### src/rtl/uart_word_assembler_pkg.sv
// Shared types and error codes for the UART receive-side word assembler.
package uart_word_assembler_pkg;

  typedef enum logic {
    S_HI = 1'b0,
    S_LO = 1'b1
  } asm_state_t;

  localparam logic [1:0] ERR_NONE    = 2'd0;
  localparam logic [1:0] ERR_RXERR   = 2'd1;
  localparam logic [1:0] ERR_TIMEOUT = 2'd2;
  localparam logic [1:0] ERR_OVERRUN = 2'd3;

endpackage

### src/rtl/uart_word_assembler_rise_det.sv
// Registered rising-edge detector: rise is high the cycle after din goes 0 -> 1.
module uart_word_assembler_rise_det (
  input  logic clk,
  input  logic reset,
  input  logic din,
  output logic rise
);

  logic prev_q, prev_d;
  logic rise_q, rise_d;

  always_comb begin
    prev_d = din;
    rise_d = din & ~prev_q;
  end

  always_ff @(posedge clk) begin
    if (reset) begin
      prev_q <= 1'b0;
      rise_q <= 1'b0;
    end else begin
      prev_q <= prev_d;
      rise_q <= rise_d;
    end
  end

  assign rise = rise_q;

endmodule

### src/rtl/uart_word_assembler.sv
// Rebuilds 16-bit words (MSB byte first) from uart_receiver byte events and
// presents them on a valid/ready register; discarded pairs raise err_pulse.
module uart_word_assembler
  import uart_word_assembler_pkg::*;
#(
  parameter int TIMEOUT_CYCLES = 10000,
  parameter int WORD_W         = 16
) (
  input  logic              clk,
  input  logic              reset,
  input  logic              enable,
  input  logic [7:0]        rx_data,
  input  logic              rx_valid,
  input  logic              rx_ferror,
  input  logic              rx_perror,
  output logic              rx_en,
  output logic [WORD_W-1:0] word_data,
  output logic              word_valid,
  input  logic              word_ready,
  output logic              err_pulse,
  output logic [1:0]        err_code
);

  localparam int TW = $clog2(TIMEOUT_CYCLES);
  localparam logic [TW-1:0] TIMER_LAST = TW'(TIMEOUT_CYCLES - 1);

  logic valid_rise, ferr_rise, perr_rise;

  uart_word_assembler_rise_det u_valid_det (.clk(clk), .reset(reset), .din(rx_valid),  .rise(valid_rise));
  uart_word_assembler_rise_det u_ferr_det  (.clk(clk), .reset(reset), .din(rx_ferror), .rise(ferr_rise));
  uart_word_assembler_rise_det u_perr_det  (.clk(clk), .reset(reset), .din(rx_perror), .rise(perr_rise));

  asm_state_t        state_q, state_d;
  logic [TW-1:0]     timer_q, timer_d;
  logic [7:0]        data_q, data_d;
  logic [7:0]        hi_q, hi_d;
  logic [WORD_W-1:0] word_data_q, word_data_d;
  logic              word_valid_q, word_valid_d;
  logic              err_pulse_q, err_pulse_d;
  logic [1:0]        err_code_q, err_code_d;
  logic              rx_en_q, rx_en_d;

  logic err_ev, byte_ev, complete;

  // Byte is aligned with the registered edge so the FSM sees the byte that rose.
  assign err_ev  = ferr_rise | perr_rise;
  assign byte_ev = valid_rise & ~err_ev;

  always_comb begin
    state_d      = state_q;
    timer_d      = timer_q;
    data_d       = rx_data;
    hi_d         = hi_q;
    word_data_d  = word_data_q;
    word_valid_d = word_valid_q;
    err_pulse_d  = 1'b0;
    err_code_d   = err_code_q;
    rx_en_d      = enable;
    complete     = 1'b0;

    if (word_valid_q && word_ready) word_valid_d = 1'b0;

    if (!enable) begin
      state_d = S_HI;
      timer_d = '0;
      hi_d    = '0;
    end else begin
      unique case (state_q)
        S_HI: begin
          if (err_ev) begin
            err_pulse_d = 1'b1;
            err_code_d  = ERR_RXERR;
          end else if (byte_ev) begin
            hi_d    = data_q;
            timer_d = '0;
            state_d = S_LO;
          end
        end
        S_LO: begin
          timer_d = (timer_q == '1) ? timer_q : timer_q + TW'(1);
          if (err_ev) begin
            err_pulse_d = 1'b1;
            err_code_d  = ERR_RXERR;
            hi_d        = '0;
            state_d     = S_HI;
          end else if (byte_ev) begin
            complete = 1'b1;
            state_d  = S_HI;
          end else if (timer_q == TIMER_LAST) begin
            err_pulse_d = 1'b1;
            err_code_d  = ERR_TIMEOUT;
            hi_d        = '0;
            state_d     = S_HI;
          end
        end
        default: state_d = S_HI;
      endcase
    end

    // A word completing in the same cycle as an accept replaces the accepted one.
    if (complete) begin
      if (!word_valid_q || word_ready) begin
        word_data_d  = {hi_q, data_q};
        word_valid_d = 1'b1;
      end else begin
        err_pulse_d = 1'b1;
        err_code_d  = ERR_OVERRUN;
      end
    end
  end

  always_ff @(posedge clk) begin
    if (reset) begin
      state_q      <= S_HI;
      timer_q      <= '0;
      data_q       <= '0;
      hi_q         <= '0;
      word_data_q  <= '0;
      word_valid_q <= 1'b0;
      err_pulse_q  <= 1'b0;
      err_code_q   <= ERR_NONE;
      rx_en_q      <= 1'b0;
    end else begin
      state_q      <= state_d;
      timer_q      <= timer_d;
      data_q       <= data_d;
      hi_q         <= hi_d;
      word_data_q  <= word_data_d;
      word_valid_q <= word_valid_d;
      err_pulse_q  <= err_pulse_d;
      err_code_q   <= err_code_d;
      rx_en_q      <= rx_en_d;
    end
  end

  assign rx_en      = rx_en_q;
  assign word_data  = word_data_q;
  assign word_valid = word_valid_q;
  assign err_pulse  = err_pulse_q;
  assign err_code   = err_code_q;

endmodule

### config.mk
export PLATFORM = sky130hd
export DESIGN_NAME = uart_word_assembler
export DESIGN_NICKNAME = d
export VERILOG_FILES = /design/src/rtl/uart_word_assembler_pkg.sv /design/src/rtl/uart_word_assembler_rise_det.sv /design/src/rtl/uart_word_assembler.sv
export SDC_FILE = /design/constraint.sdc
export NUM_CORES = 1
export LEC_CHECK = 0
export CAP_MARGIN = 0
export CORE_MARGIN = 4
export CORE_UTILIZATION = 30
export CTS_CLUSTER_DIAMETER = 30
export DETAILED_ROUTE_END_ITERATION = 8
export GPL_TIMING_DRIVEN = 0
export HOLD_SLACK_MARGIN = 0.06
export MAX_ROUTING_LAYER = met4
export PLACE_DENSITY_LB_ADDON = 0.08
export SYNTH_ARGS = -nofsm -noshare
export SYNTH_HDL_FRONTEND = slang
export SYNTH_SLANG_ARGS = --single-unit
### constraint.sdc
create_clock -name clk -period 1.83 [get_ports clk]
set_input_delay 0.549 -clock clk [delete_from_list [all_inputs] [get_ports clk]]
set_output_delay 0.549 -clock clk [all_outputs]
set_load 0.05 [all_outputs]
After elaboration in Yosys (flattened, before gate mapping)
Index checks and enable logic that the tools add are counted.
W data, S select, Z words.

storage, ports and cells
  flip-flop bits (word level) = 58
  bits of input ports = 15
  output and inout bits = 21
  logic and storage cells = 78

operators by class
  $add $sub $neg = 1
  equal/unequal tests = 7
  multiplexer cells = 37
  bitwise operators = 11
  reductions and logical operators = 7

operators with widths
  operator                 number
  $mux W14                 3
  $mux W8                  5
  $eq A14 B14 Y1 const B   2
  $pmux W14 S2             1
  $mux W1                  17
  $pmux W8 S2              1
  $add A14 B1 Y14 const B  1
  $mux W2                  7
  $ne A2 B2 Y1 const B     3
  $not A1 Y1               6
  $and A1 B1 Y1            4
  $pmux W1 S2              2
  $pmux W2 S2              1
  $reduce_and A4 Y1        1
  $ne A3 B1 Y1 const B     1
  $ne A3 B3 Y1 const B     1
  $reduce_and A3 Y1        1
  $reduce_and A2 Y1        1
  $reduce_or A2 Y1         1
  $logic_and A1 B1 Y1      1
  $logic_not A1 Y1         1
  $logic_or A1 B1 Y1       1
  $or A1 B1 Y1             1

Logic depth before layout (Yosys ltp)
  word-level depth = 9
  depth in mapped cells = 7
  depth with buffers taken out = 6

By module
Synthesis repeated with hierarchy kept, for this count alone.

unflattened totals
  cells, all modules = 265
  area total of the unflattened synthesis = 2,363.5 sq um

by module, submodules not included
  module                        times used  cells each  area an instance (sq um)  sequential area each (sq um)
  uart_word_assembler           1           253         2,187.1                   1,041.0
  uart_word_assembler_rise_det  3           4           58.8                      40.0

Worst setup path after synthesis
Ideal clock, no wire load.

  kind = reg-to-reg
  start point = reg timer_q[0]
  end point = reg timer_q[1]
  library setup time = 0.128 ns
  arrival time = 1.554 ns
  required time = 1.702 ns
  slack = 0.148 ns
  stages on the path, launching flop included = 8
  path buffers = 1
  clock period less this slack = 1.682 ns
  path through = dfxtp_1 ha_1 and3_1 buf_2 nand3_2 o31ai_2 mux2i_1 nor2_1

on the way
  longest elaborated chain between the ends = 3
  elaborated cells between the ends (all ways) = 6
  classes of those cells = add/sub (1); eq/ne (2); mux (2); reduce/logical (1)

RTL lines
  element                                                   line                        text
  start: declaration                                        uart_word_assembler.sv:34   logic [TW-1:0] timer_q, timer_d;
  start signal: assignment                                  uart_word_assembler.sv:125  timer_q <= timer_d;
  $add A14 B1 Y14 / $eq A14 B14 Y1 (equally long branches)  uart_word_assembler.sv:80   timer_d = (timer_q == '1) ? timer_q : timer_q + TW'(1);
  $mux W14 / $ne A2 B2 Y1 (equally long branches)           -
  $pmux W14 S2 / $reduce_and A3 Y1 (equally long branches)  -

Parallel ways exist; a longest one is shown, timed or not. The select of a mux whose other input is x is not followed.
A chain may end at the register's enable or synchronous reset.

Final worst setup path
  start point = reg timer_q[11]
  end point = reg err_code_q[1] (netlist: err_code[1])

on the way
  longest elaborated chain between the ends = 8

RTL lines
  element                 line                        text
  $eq A14 B14 Y1 *        uart_word_assembler.sv:89   end else if (timer_q == TIMER_LAST) begin
  $mux W2 *               uart_word_assembler.sv:89
  $mux W2 *               uart_word_assembler.sv:86   end else if (byte_ev) begin
  $mux W2 *               uart_word_assembler.sv:81   if (err_ev) begin
  $pmux W2 S2 *           uart_word_assembler.sv:68   unique case (state_q)
  $mux W2 *               uart_word_assembler.sv:63   if (!enable) begin
  $mux W2                 uart_word_assembler.sv:102  if (!word_valid_q || word_ready) begin
  $mux W2 *               uart_word_assembler.sv:101  if (complete) begin
  end signal: assignment  uart_word_assembler.sv:131  err_code_q <= err_code_d;
  end: declaration        uart_word_assembler.sv:40   logic [1:0] err_code_q, err_code_d;

Every way passes the cells marked *; elsewhere a longest branch is shown, timed or not.

==> flow_summary.json <==
{
  "status": "completed",
  "ir_drop_uv": 361,
  "synth.net_count": 267,
  "layout_setup_ws_ns": 0.0808,
  "start_util_pct": 31.1,
  "num-nets-final": 318,
  "yosysTopAreaCell": "dfxtp_1",
  "grt_pass1_wl_um": 8890,
  "post-route-min-period_ns": 1.75,
  "synth.distinct_cells": 37,
  "dp_hpwl_um": 3660,
  "synth_top_area_share_pct": 51.2,
  "min_from": "u_perr_det.prev_q",
  "core_region_area_um2": 7290,
  "cts.sinks": 58,
  "die_area_um2": 9010,
  "synthCells": 251,
  "yosysSeqAreaShare_pct": 51.2,
  "grt_antenna_before_repair": 0,
  "cp-end-kind": "register",
  "n_antenna_cell": 0,
  "clock.fmax_ghz": 0.572,
  "syn2layout_area_growth_pct": 34.1,
  "row_count": 31,
  "cts_made_buffers": 9,
  "cts_hold_buf": 0,
  "period_share_pct": 95.6,
  "drtIter0Drc": 100,
  "wl_um": 5310,
  "post-place-cells": 385,
  "skew_ns": 0.00559,
  "worstPathRequired_ns": 2.08,
  "avgSynthCellArea_um2": 9.03,
  "htree_levels": 3,
  "routedWlPerCell_um": 13.1,
  "synth_seq_cells": 58,
  "placed_cell_area_um2": 2740,
  "start_kind": "register",
  "clockRootBuffer": "clkbuf_8",
  "die_w_um": 94.9,
  "hold_violations": 0,
  "die-height_um": 94.9,
  "clock_latency_ns": 0.33,
  "yosysWarnings": 0,
  "drv_slew": 0,
  "final_cell_mix": "55 x dfxtp_1, 45 x nand2_1, 31 x a21oi_1",
  "cts_buffer_depth": 2,
  "io_buffers": 35,
  "num_vias": 1897,
  "setup-violations-final": 0,
  "final_common_cell": "dfxtp_1",
  "path_max_fanout": 3,
  "finalSetupTns_ns": 0,
  "grt_pass1_vias": 1856,
  "reg2reg_setup_slack_ns": 0.08,
  "synth_area_um2": 2270,
  "critPathLaunch": "timer_q[11]",
  "instances_no_fill": 405,
  "timing.slew.headroom_pct": 63.2,
  "async_reset_ff_share_pct": 0,
  "worst_slew_pin_slew_ns": 0.550,
  "drive_above_1_share_pct": 15.7,
  "place.gp.congestion": 0.780,
  "io-pin-count": 36,
  "clk_pin_slew_ns": 0.07,
  "r2r-start": "timer_q[11]",
  "r2r_end": "err_code[1]",
  "crit_arrival_ns": 2.00,
  "hold_path_end": "u_perr_det.rise",
  "ant_nets": 0,
  "power_density_nw_per_um2": 883,
  "rsz0062_at_grt": "yes",
  "ys_top_cells_by_area": "dfxtp_1 51%, nand2_1 7.5%, a21oi_1 6.8%",
  "hold_depth": 1,
  "grt_usage_pct": 13.4,
  "synth_edf_count": 0,
  "hp-class": "reg2reg",
  "drc": 0,
  "grt-ovfl-total": 0,
  "crit_type": "reg2reg",
  "grt_max_degree": 17,
  "synth_ff_type": "dfxtp_1",
  "place_ws_ns": -0.429,
  "reg2reg_depth": 4,
  "tritoncts": "built",
  "p_leak_nw": 1.10,
  "routed_via_density": 4.68,
  "fin_util_pct": 41.7,
  "drv_cap": 0,
  "firstDrtPassIters": 4,
  "design_area_um2": 3040
}
## how the worst max path moves through the flow
| stage | end | slack (ns) | depth (start not counted) |
|---|---|---|---|
| 4_1_cts | word_data[5] | 0.009 | 5 |
| 2_1_floorplan | timer_q[1] | 0.15 | 7 |
| 3_5_place_dp | err_pulse | -0.43 | 4 |
| 5_1_grt | err_code[1] | -0.02 | 4 |
| 3_3_place_gp | err_pulse | -0.44 | 4 |
| 6_report | err_code[1] | 0.08 | 4 |
## through the flow
step,power [mW],hold WS [ns]
6_report,2.68,0.381
5_1_grt,2.78,0.405
4_1_cts,2.70,0.383
3_5_place_dp,1.47,0.377
3_3_place_gp,1.47,0.375
2_1_floorplan,1.41,0.367
## critical path, stage by stage, from the launching register on
cell and delay (ns):
dfxtp_1 0.34, or4_4 0.58, nor4_4 0.29, nand4_1 0.20, a221oi_2 0.25
## cell type report
| type | instances | area, µm² |
|---|---|---|
| inverters | 4 | 15.0 |
| clock buffers | 13 | 169 |
| well taps | 99 | 124 |
| fillers | 801 | 4250 |
| multi-input cells | 176 | 1090 |
| flip-flops and latches | 58 | 1160 |
| clock inverters | 2 | 35.0 |
| repair buffers | 41 | 369 |
| plain buffers | 12 | 73.8 |
## cell families (layout without fill, tap and decap cells)
group,Yosys count,after routing,synth area share (%)
buffers and inverters,17,72,3.48
multiplexers,3,3,1.38
XOR/XNOR,11,11,4.25
flip-flops,58,58,51.2
adder cells (fa/ha/maj),1,1,0.552
AO/OA/AOI/OAI,52,52,14.8
AND/OR/NAND/NOR,109,109,24.3
## flip-flops by register name, summed over array words and instances (netlist names), 2 cells and up
signal	cells
hi_q	8
timer_q	14
word_data	16
err_code	2
data_q	8
## Yosys cell counts (2+ instances only)
| library cell | n |
|---|---|
| a211oi_1 | 6 |
| a21oi_1 | 31 |
| a311oi_1 | 8 |
| and3_1 | 3 |
| buf_2 | 6 |
| buf_4 | 2 |
| clkbuf_1 | 4 |
| dfxtp_1 | 58 |
| inv_1 | 4 |
| mux2i_1 | 2 |
| nand2_1 | 45 |
| nand2b_1 | 2 |
| nand3_1 | 6 |
| nand4_1 | 3 |
| nor2_1 | 17 |
| nor2b_1 | 16 |
| nor3_1 | 2 |
| nor4_1 | 3 |
| o21ai_0 | 3 |
| or3_1 | 3 |
| xnor2_1 | 11 |
## routing by layer
metal  GRT usage (%)  part of all wire (%)  vias to the layer above
met5               -                     0                        -
met4            7.21                   2.1                        0
met3            2.71                   3.8                       10
met2            18.1                    43                       41
met1            18.4                    51                      871
li1                -                     -                      975
## report_power, final
group          internal, mW  switching, mW
combinational        0.0687         0.0818
clock                 0.732          0.498
sequential             1.29         0.0167
total                  2.09          0.597
## what timing repair did
| item | in CTS | in global routing |
|---|---|---|
| pin swaps | 1 | 6 |
| resized for setup | 25 | 19 |
| endpoints found under the setup margin | 53 | 40 |
| setup buffers | 0 | 6 |
No activity file was read; power rests on OpenSTA's default activity.
